<file path="src/rtl/mmio_io_ctrl_pkg.sv">
// Shared definitions for the MMIO I/O controller: base bit, register offsets and status bit layout.
// Software tests use the same offsets and status bit indices.
package mmio_io_ctrl_pkg;

    localparam int MMIO_BASE_BIT = 31;

    typedef enum logic [7:0] {
        OFF_STATUS = 8'h00,
        OFF_RX     = 8'h04,
        OFF_TX     = 8'h08,
        OFF_LEVEL  = 8'h0C,
        OFF_CYC    = 8'h10,
        OFF_INST   = 8'h14,
        OFF_CLR    = 8'h18
    } mmio_off_e;

    localparam int STAT_TX_NOT_FULL  = 0;
    localparam int STAT_RX_NOT_EMPTY = 1;
    localparam int STAT_TX_OVF       = 2;

    function automatic logic [31:0] statusWord(input logic ovf, input logic rxNotEmpty,
                                               input logic txNotFull);
        logic [31:0] w;
        w                    = 32'b0;
        w[STAT_TX_OVF]       = ovf;
        w[STAT_RX_NOT_EMPTY] = rxNotEmpty;
        w[STAT_TX_NOT_FULL]  = txNotFull;
        return w;
    endfunction

endpackage

</file>
<file path="src/rtl/mmio_io_ctrl_sync_fifo.sv">
// Synchronous FIFO with a separate occupancy counter so all DEPTH slots are usable.
// The caller guarantees push only when not full (or popping) and pop only when not empty.
module mmio_io_ctrl_sync_fifo #(
    parameter int WIDTH = 8,
    parameter int DEPTH = 8
) (
    input  logic                       i_clk,
    input  logic                       i_rst,
    input  logic                       i_push,
    input  logic                       i_pop,
    input  logic [WIDTH-1:0]           i_data,
    output logic [WIDTH-1:0]           o_head,
    output logic                       o_full,
    output logic                       o_empty,
    output logic [$clog2(DEPTH):0]     o_count
);

    localparam int AW = $clog2(DEPTH);
    localparam int CW = AW + 1;

    logic [WIDTH-1:0] r_mem [DEPTH];
    logic [AW-1:0]    r_wrPtr;
    logic [AW-1:0]    r_rdPtr;
    logic [CW-1:0]    r_count;

    // Storage carries no reset so it can map onto distributed RAM.
    always_ff @(posedge i_clk) begin
        if (i_push) begin
            r_mem[r_wrPtr] <= i_data;
        end
    end

    always_ff @(posedge i_clk) begin
        if (!i_rst) begin
            r_wrPtr <= '0;
            r_rdPtr <= '0;
            r_count <= '0;
        end else begin
            if (i_push) begin
                r_wrPtr <= r_wrPtr + AW'(1);
            end
            if (i_pop) begin
                r_rdPtr <= r_rdPtr + AW'(1);
            end
            case ({i_push, i_pop})
                2'b10:   r_count <= r_count + CW'(1);
                2'b01:   r_count <= r_count - CW'(1);
                default: r_count <= r_count;
            endcase
        end
    end

    assign o_head  = r_mem[r_rdPtr];
    assign o_full  = (r_count == CW'(DEPTH));
    assign o_empty = (r_count == '0);
    assign o_count = r_count;

endmodule

</file>
<file path="src/rtl/mmio_io_ctrl.sv">
// Memory-mapped I/O controller: address decode, UART RX/TX byte FIFOs, cycle/instruction counters.
// Load data is registered one cycle after the request, matching dmem latency.
module mmio_io_ctrl
    import mmio_io_ctrl_pkg::*;
#(
    parameter int RX_DEPTH  = 8,
    parameter int TX_DEPTH  = 8,
    parameter int CNT_WIDTH = 32
) (
    input  logic        i_clk,
    input  logic        i_rst,
    input  logic [31:0] i_req_addr,
    input  logic [31:0] i_req_wdata,
    input  logic [3:0]  i_req_wbe,
    input  logic        i_req_re,
    output logic        o_mmio_hit,
    output logic [31:0] o_rdata,
    input  logic        i_inst_retired,
    input  logic [7:0]  i_rx_data,
    input  logic        i_rx_valid,
    output logic        o_rx_ready,
    output logic [7:0]  o_tx_data,
    output logic        o_tx_valid,
    input  logic        i_tx_ready
);

    logic                      w_hit;
    logic [7:0]                w_off;
    logic                      w_rdEn;
    logic                      w_wrEn;
    logic                      w_rxPush;
    logic                      w_rxPop;
    logic                      w_rxFull;
    logic                      w_rxEmpty;
    logic [7:0]                w_rxHead;
    logic [$clog2(RX_DEPTH):0] w_rxCount;
    logic                      w_txWrite;
    logic                      w_txPush;
    logic                      w_txPop;
    logic                      w_txFull;
    logic                      w_txEmpty;
    logic [$clog2(TX_DEPTH):0] w_txCount;
    logic                      w_cntClr;
    logic [31:0]               w_rdNext;
    logic                      w_unused;
    logic                      r_txOvf;
    logic [CNT_WIDTH-1:0]      r_cycCnt;
    logic [CNT_WIDTH-1:0]      r_instCnt;
    logic [31:0]               r_rdata;

    assign w_hit     = i_req_addr[MMIO_BASE_BIT];
    assign w_off     = i_req_addr[7:0];
    assign w_rdEn    = w_hit && i_req_re;
    assign w_wrEn    = w_hit && (|i_req_wbe);
    assign w_unused  = &{1'b0, i_req_addr[30:8], i_req_wdata[31:8]};

    // A pop frees a slot in the same cycle, so a full RX FIFO still takes the incoming byte then.
    assign w_rxPop   = w_rdEn && (w_off == OFF_RX) && !w_rxEmpty;
    assign w_rxPush  = i_rx_valid && (!w_rxFull || w_rxPop);

    assign w_txPop   = !w_txEmpty && i_tx_ready;
    assign w_txWrite = w_hit && i_req_wbe[0] && (w_off == OFF_TX);
    assign w_txPush  = w_txWrite && (!w_txFull || w_txPop);
    assign w_cntClr  = w_wrEn && (w_off == OFF_CLR);

    mmio_io_ctrl_sync_fifo #(.WIDTH(8), .DEPTH(RX_DEPTH)) uRxFifo (
        .i_clk   (i_clk),
        .i_rst   (i_rst),
        .i_push  (w_rxPush),
        .i_pop   (w_rxPop),
        .i_data  (i_rx_data),
        .o_head  (w_rxHead),
        .o_full  (w_rxFull),
        .o_empty (w_rxEmpty),
        .o_count (w_rxCount)
    );

    mmio_io_ctrl_sync_fifo #(.WIDTH(8), .DEPTH(TX_DEPTH)) uTxFifo (
        .i_clk   (i_clk),
        .i_rst   (i_rst),
        .i_push  (w_txPush),
        .i_pop   (w_txPop),
        .i_data  (i_req_wdata[7:0]),
        .o_head  (o_tx_data),
        .o_full  (w_txFull),
        .o_empty (w_txEmpty),
        .o_count (w_txCount)
    );

    always_comb begin
        w_rdNext = 32'b0;
        if (w_rdEn) begin
            case (w_off)
                OFF_STATUS: w_rdNext = statusWord(r_txOvf, !w_rxEmpty, !w_txFull);
                OFF_RX:     w_rdNext = w_rxEmpty ? 32'b0 : {24'b0, w_rxHead};
                OFF_LEVEL:  w_rdNext = {16'b0, 8'(w_txCount), 8'(w_rxCount)};
                OFF_CYC:    w_rdNext = 32'(r_cycCnt);
                OFF_INST:   w_rdNext = 32'(r_instCnt);
                default:    w_rdNext = 32'b0;
            endcase
        end
    end

    // Overflow is sticky until software writes the status register.
    always_ff @(posedge i_clk) begin
        if (!i_rst) begin
            r_txOvf   <= 1'b0;
            r_cycCnt  <= '0;
            r_instCnt <= '0;
            r_rdata   <= 32'b0;
        end else begin
            r_rdata <= w_rdNext;
            if (w_wrEn && (w_off == OFF_STATUS)) begin
                r_txOvf <= 1'b0;
            end else if (w_txWrite && !w_txPush) begin
                r_txOvf <= 1'b1;
            end
            if (w_cntClr) begin
                r_cycCnt  <= '0;
                r_instCnt <= '0;
            end else begin
                r_cycCnt  <= r_cycCnt + CNT_WIDTH'(1);
                r_instCnt <= r_instCnt + CNT_WIDTH'(i_inst_retired);
            end
        end
    end

    assign o_mmio_hit = w_hit;
    assign o_rdata    = r_rdata;
    assign o_rx_ready = !w_rxFull;
    assign o_tx_valid = !w_txEmpty;

endmodule
</file>
<file path="config.mk">
export PLATFORM = sky130hd
export DESIGN_NAME = mmio_io_ctrl
export DESIGN_NICKNAME = d
export VERILOG_FILES = /design/src/rtl/mmio_io_ctrl_pkg.sv /design/src/rtl/mmio_io_ctrl_sync_fifo.sv /design/src/rtl/mmio_io_ctrl.sv
export SDC_FILE = /design/constraint.sdc
export NUM_CORES = 1
export LEC_CHECK = 0
export BUFFER_PORTS_ARGS = -buffer_cell sky130_fd_sc_hd__buf_2
export CAP_MARGIN = 5
export CORE_MARGIN = 3
export CORE_UTILIZATION = 50
export CTS_CLUSTER_SIZE = 40
export DETAILED_ROUTE_END_ITERATION = 10
export MAX_ROUTING_LAYER = met4
export PLACE_DENSITY = 0.73
export SLEW_MARGIN = 30
export SYNTH_ARGS = -nofsm -noshare
export SYNTH_HDL_FRONTEND = slang
export SYNTH_SLANG_ARGS = --single-unit
export TNS_END_PERCENT = 5
</file>
<file path="constraint.sdc">
create_clock -name i_clk -period 3.2 [get_ports i_clk]
set_input_delay 0.64 -clock i_clk [delete_from_list [all_inputs] [get_ports i_clk]]
set_output_delay 0.64 -clock i_clk [all_outputs]
set_load 0.005 [all_outputs]
</file>
==> summary.txt, run 1 <==
Synthesis
  – Sequential share of the synthesized area: 0.597
  – Synth cell count leaders: edfxtp_1, dfxtp_1, nor2_1, nand2_1, clkbuf_1
  – Post-synthesis mux area share: 0.112
  – Simple-Gate Fraction of Synth Area: 0.146
  – Mapped Nets: 946
  – Post-Synth XOR/XNOR Area: 0.0249
  – Compound-cell area share of the yosys netlist: 0.0768
  – Synth top area cells: edfxtp_1, dfxtp_1, mux4_2
  – Top cell type by total area after synthesis: edfxtp_1
  – Top cell type's share of synthesized area: 0.364
  – Netlist cell types: 53
  – Mapped Area: 0.0106 mm²
  – Main synth FF type: edfxtp_1
  – Most frequent cell after synthesis: edfxtp_1
  – Post-synth EDFFs: 128
  – Adder-Cell Fraction of Synth Area: 0.0180
  – Largest family of logic cells by synthesized area: simple AND/OR/NAND/NOR gates
  – Post-Synthesis Cells: 850
  – Synth warn: 0
  – Syn avg cell area: 12.4 µm²
  – Synthesis-stage register bit count: 251
  – Async SR Flop Fraction: 0

Route
  – Post-DRT Antenna Nets: 0
  – # DRC: 0
  – WL met3: 1190 µm
  – DRT met1 WL: 10200 µm
  – Drt initial violations: 568
  – DR top layer: met4
  – DR vias/cell: 5.84
  – Total wire length: 22800 µm
  – First drt pass iteration count: 5
  – Via count: 7172
  – WL/cell: 18.6 µm
  – Metal2 WL: 11100 µm

Timing
  – Fin. max-slew vios: 0
  – Setup_tns: 0 ns
  – Final Cycle Share: 0.880
  – Fmax: 355 MHz
  – Worst Tran Pin Value: 0.812 ns
  – Endpoints failing hold: 0
  – # setup viols final: 0
  – Rel. slew slack: 0.458
  – Minimum clock period: 2.82 ns
  – Setup Skew: 0.0146 ns
  – Unrepaired setup endpoints after global routing: false

Setup path
  – Critical path startpoint category: flip-flop
  – Kind of critical path: reg2out
  – Slowest CP cell: dfxtp_1
  – Crit-path cells: mux4_2 > mux2_2 > buf_2
  – WP buf/inv: 1
  – Largest stage delay on the critical path: 0.82 ns
  – Largest delay contributor family on the critical path: flip-flops
  – Critical Path Sink Type: primary output
  – Worst-path fanout max: 16
  – Critical Path AT: 2.18 ns
  – Worst EP required: 2.56 ns
  – Worst r2r src: uTxFifo.o_count[0]$_SDFFE_PN0P_

Die
  – CORE AREA: 0.0205 mm²
  – Die Y: 151 µm
  – Die X: 151 µm
  – Row cnt: 52
  – Die area: 0.0229 mm²
  – Initial Util: 0.515
  – I/O pin total: 125

GRT
  – Initial antenna violation count: 1
  – First-pass GRT wire length: 36200 µm
  – Vias in the first global route: 6803
  – Largest net degree at the start of global routing: 33
  – Overflow after GRT: 0
  – Total GRT Usage: 0.205

CTS
  – CTS buffer count: 26
  – CTS tree: built
  – Post-CTS Setup Bufs: 0
  – Htree depth: 1
  – Resized Gates After CTS: 0
  – Cts hold-fix bufs: 0
  – Clock root cell: clkbuf_16
  – CTS clock-pin slew for the worst setup and hold paths: 0.06 ns
  – Clock tree sinks: 251
  – Clk Latency, worst-skew pair: 0.53 ns
  – CTS Buffer Depth: 3

Power and ir drop
  – Max VDD drop: 0.581 mV
  – Leakage power: 4.14 nW
  – PwrDens: 546 mW/mm²

Cells and area
  – Layout Utilization: 0.596
  – Ratio of cells with drive above 1 in the final layout: 0.213
  – Fillers: 1613
  – Register area: 0.00631 mm²
  – Final instance area: 0.0122 mm²
  – Area Overhead vs Synth: 15.8%
  – Area of the multi-input gates: 0.00398 mm²
  – Nets: 1033

Hold path
  – Hold path start: i_rx_data[0]
  – Hold Crit Class: in2reg

Flow run
  – Max Cap Viol: 0

Placement
  – Routability Congestion: 0.833
  – Dpl hpwl: 15200 µm
  – Placed Area: 0.0113 mm²
  – IO Port Bufs: 77

Status
  – Outcome: finished, final reports clean
-- worst reg2reg max path: stages (launching register included) --
cell and delay (ns):
dfxtp_1 0.37, or4b_2 0.75, o2111ai_1 0.28, ha_1 0.27, ha_1 0.25, a21o_1 0.17, a21oi_1 0.17, mux2i_1 0.24
mux2i_1 0.19
-- power by group --
part	total (mW)	internal (mW)	switching (mW)
Clock	3.07	1.82	1.25
Sequential	3.43	3.41	0.0211
Combinational	0.181	0.0683	0.113
Total	6.68	5.29	1.38
-- cell families after synthesis --
family	count (synthesis)
and+or+nand+nor	286
xor gates and xnor gates	30
AOI/OAI and AO/OA	124
DFF	251
buffers and inverters	69
muxes	76
adders and majority gates	14
-- placed cells by master (no fill, tap or decap), types with 11 or more instances in the layout --
master,n
o21ai_0,11
buf_4,33
mux2i_1,29
mux4_2,32
nor3_1,11
ha_1,12
clkbuf_16,26
nand2_1,49
dfxtp_1,123
xor2_1,20
inv_1,16
or4_1,29
mux2_2,15
o31ai_1,24
a22oi_1,28
a21oi_1,38
nand4_1,22
nand2b_1,15
nand3_1,24
nor2_1,72
or3_1,13
buf_2,77
edfxtp_1,128
-- per-stage QoR --
stage               hold slack [ns]  cells  worst slack [ns]  total power [mW]
finish                        0.386   1228             0.383              6.68
global route                  0.375   1228             0.245              6.87
CTS                           0.371   1227             0.333              6.72
detailed placement            0.467   1179            0.0572              3.68
global placement              0.459   1179            0.0974              3.67
floorplan                     0.441    850            0.0752              3.59
-- sequential cells by signal (all words and copies together) (netlist names), named ones only --
| register | cells |
|---|---|
| o_rdata | 32 |
| r_cycCnt | 32 |
| r_instCnt | 32 |
| r_txOvf | 1 |
| uRxFifo.o_count | 4 |
| uRxFifo.r_mem | 64 |
| uRxFifo.r_rdPtr | 3 |
| uRxFifo.r_wrPtr | 3 |
| uTxFifo.o_count | 4 |
| uTxFifo.r_mem | 64 |
| uTxFifo.r_rdPtr | 3 |
| uTxFifo.r_wrPtr | 3 |
-- routing by layer --
metal	track usage	vias up
met2	0.327	182
met5	-	-
met3	0.0272	28
met1	0.284	3552
met4	0.0453	0
li1	-	3410
-- final cells by class --
class	count	share of cell area
Sequential cell	251	0.516
Multi-Input combinational cell	530	0.326
Clock buffer	29	0.0542
Timing Repair Buffer	111	0.0534
Tap cell	270	0.0276
Clock inverter	19	0.0175
Inverter	17	0.00522
Antenna cell	1	0.000205
-- worst paths after layout --
path / depth (start not counted) / end / slack, ns
worst min register to register: 2 / r_instCnt[31]$_SDFF_PP0_ / 0.47
worst min-delay path: 1 / uRxFifo.r_mem[6][0]$_DFFE_PP_ / 0.39
worst max register to register: 8 / uTxFifo.o_count[3]$_SDFFE_PN0P_ / 0.46
worst max-delay path: 3 / o_tx_data[0] / 0.38
Power figures use the tool's default switching activity.
==> run 2, diff against run 1 <==
Settings changed: CTS_CLUSTER_DIAMETER set to 50, MAX_ROUTING_LAYER met4 to not set.
==> summary.txt, run 2 (synthesis results as in run 1) <==
GRT
  – Total GRT Usage: 0.198 (-0.00746)
  – Largest net degree at the start of global routing: 33 (unchanged)
  – Overflow after GRT: 0 (unchanged)
  – First-pass GRT wire length: 36000 µm (-0.69%)
  – Initial antenna violation count: 1 (unchanged)
  – Vias in the first global route: 6819 (+0.24%)

Flow run
  – Max Cap Viol: 0 (unchanged)

CTS
  – Htree depth: 1 (unchanged)
  – Post-CTS Setup Bufs: 0 (unchanged)
  – CTS Buffer Depth: 3 (unchanged)
  – Clk Latency, worst-skew pair: 0.54 ns (about the same)
  – CTS buffer count: 24 (-7.7%)
  – Cts hold-fix bufs: 0 (unchanged)
  – Clock tree sinks: 251 (unchanged)
  – Clock root cell: clkbuf_16
  – Resized Gates After CTS: 0 (unchanged)
  – CTS clock-pin slew for the worst setup and hold paths: 0.08 ns (+0.02 ns)
  – CTS tree: built

Setup path
  – Critical path startpoint category: flip-flop
  – Critical Path AT: 2.17 ns (about the same)
  – Worst r2r src: uTxFifo.o_count[0]$_SDFFE_PN0P_
  – Critical Path Sink Type: primary output
  – Kind of critical path: reg2out
  – Worst-path fanout max: 16 (unchanged)
  – Worst setup endpoint: o_tx_data[0]
  – Worst reg2reg setup slack: 0.43 ns (-0.03 ns)
  – Worst reg2reg path endpoint: uTxFifo.o_count[3]$_SDFFE_PN0P_
  – Reg2reg path depth: 8 (unchanged)
  – Worst EP required: 2.56 ns (about the same)

Timing
  – Rel. slew slack: 0.441 (-0.0175)
  – Endpoints failing hold: 0 (unchanged)
  – Worst Tran Pin Value: 0.838 ns (+0.0262 ns)
  – Final setup margin: 0.394 ns (+0.0110 ns)
  – Final Cycle Share: 0.877 (-0.00342)
  – Setup Skew: 0.0320 ns (+0.0175 ns)
  – Fin. max-slew vios: 0 (unchanged)
  – Unrepaired setup endpoints after global routing: false
  – Fmax: 356 MHz (+0.39%)
  – Setup_tns: 0 ns (unchanged)
  – Minimum clock period: 2.81 ns (-0.0110 ns)
  – # setup viols final: 0 (unchanged)
  – Hold Slack: 0.381 ns (-0.00435 ns)

Status
  – Outcome: finished, final reports clean

Placement
  – Routability Congestion: 0.820 (-1.5%)
  – IO Port Bufs: 77 (unchanged)
  – Dpl hpwl: 15200 µm (unchanged)
  – Pre-CTS setup slack: 0.0572 ns (unchanged)
  – Placed Area: 0.0113 mm² (unchanged)

Route
  – Total wire length: 22500 µm (-1.7%)
  – First drt pass iteration count: 5 (unchanged)
  – # DRC: 0 (unchanged)
  – Post-DRT Antenna Nets: 0 (unchanged)
  – Via count: 7059 (-1.6%)
  – WL/cell: 18.3 µm (-1.4%)
  – DR vias/cell: 5.77 (-1.3%)
  – Drt initial violations: 589 (+3.7%)

Power and ir drop
  – Max VDD drop: 0.533 mV (-8.3%)
  – Power consumption: 6.61 mW (-1.0%)
  – PwrDens: 541 mW/mm² (-0.89%)
  – Leakage power: 4.15 nW (about the same)

Cells and area
  – Most common cell after layout, fill and taps aside: edfxtp_1
  – Ratio of cells with drive above 1 in the final layout: 0.218 (+0.00509)
  – Nets: 1031 (-0.19%)
  – Area Overhead vs Synth: 15.6%
  – Final instance area: 0.0122 mm² (-0.11%)
  – Most frequent cells in the layout: edfxtp_1, dfxtp_1, buf_2, nor2_1, nand2_1
  – Biggest regs: uRxFifo.r_mem x64, uTxFifo.r_mem x64

Hold path
  – Hold Crit Class: in2reg

Die
  – I/O pin total: 125 (unchanged)
  – Die Y: 151 µm (unchanged)
  – Die X: 151 µm (unchanged)
  – Row cnt: 52 (unchanged)
  – Die area: 0.0229 mm² (unchanged)
  – CORE AREA: 0.0205 mm² (unchanged)
  – Initial Util: 0.515 (unchanged)
run 2: changes by cell type in the layout (fill, tap and decap cells not counted), sizes merged:
| cell | delta |
|---|---|
| clkinvlp | -3 |
| clkinv | -1 |
| bufinv | -2 |
| clkbuf | -3 |
| inv | +5 |
run 2: power by group:
part / total [mW] / switching [mW] / leakage [nW] / internal [mW]
clock network: 3.00 / 1.37 / 0.411 / 1.63
registers: 3.42 / 0.0213 / 2.15 / 3.40
logic: 0.181 / 0.113 / 1.59 / 0.0681
total: 6.61 / 1.50 / 4.15 / 5.11
run 2: worst max-delay path, cell delays in order, from the launching register on:
cell and delay [ns]:
dfxtp_1 0.82, mux4_2 0.42, mux2_2 0.28, buf_2 0.13
run 2: routing by layer:
layer / track usage / vias to the layer above / share of wire
li1: - / 3403 / -
met1: 0.279 / 3440 / 0.44
met2: 0.325 / 188 / 0.48
met3: 0.0323 / 28 / 0.059
met4: 0.0422 / 0 / 0.018
met5: 0 / - / 0
run 2: area by class of cell:
type                            instances  area, µm²
Fill cell                            1631       8290
Sequential cell                       251       6310
Multi-Input combinational cell        530       3980
Timing Repair Buffer                  111        653
Clock buffer                           26        608
Tap cell                              270        338
Clock inverter                         18        254
Inverter                               17       63.8
Antenna cell                            1       2.50
run 2: through the flow:
stage	cells	utilization
floorplan	850	-
global placement	1179	0.554
detailed placement	1179	0.554
CTS	1223	0.596
global route	1224	0.596
finish	1224	0.596
run 2: how the worst min path moves through the flow:
stage                                         from                       endpoint  slack (ns)  depth (start not counted)
after CTS                             i_rx_data[6]  uRxFifo.r_mem[1][6]$_DFFE_PP_        0.37                          1
after global routing                  i_rx_data[3]  uRxFifo.r_mem[3][3]$_DFFE_PP_        0.37                          1
after global placement    r_instCnt[31]$_SDFF_PP0_       r_instCnt[31]$_SDFF_PP0_        0.46                          2
final                                 i_rx_data[4]  uRxFifo.r_mem[6][4]$_DFFE_PP_        0.38                          1
after detailed placement  r_instCnt[31]$_SDFF_PP0_       r_instCnt[31]$_SDFF_PP0_        0.47                          2
after floorplan               r_txOvf$_SDFFE_PP0P_           r_txOvf$_SDFFE_PP0P_        0.44                          1
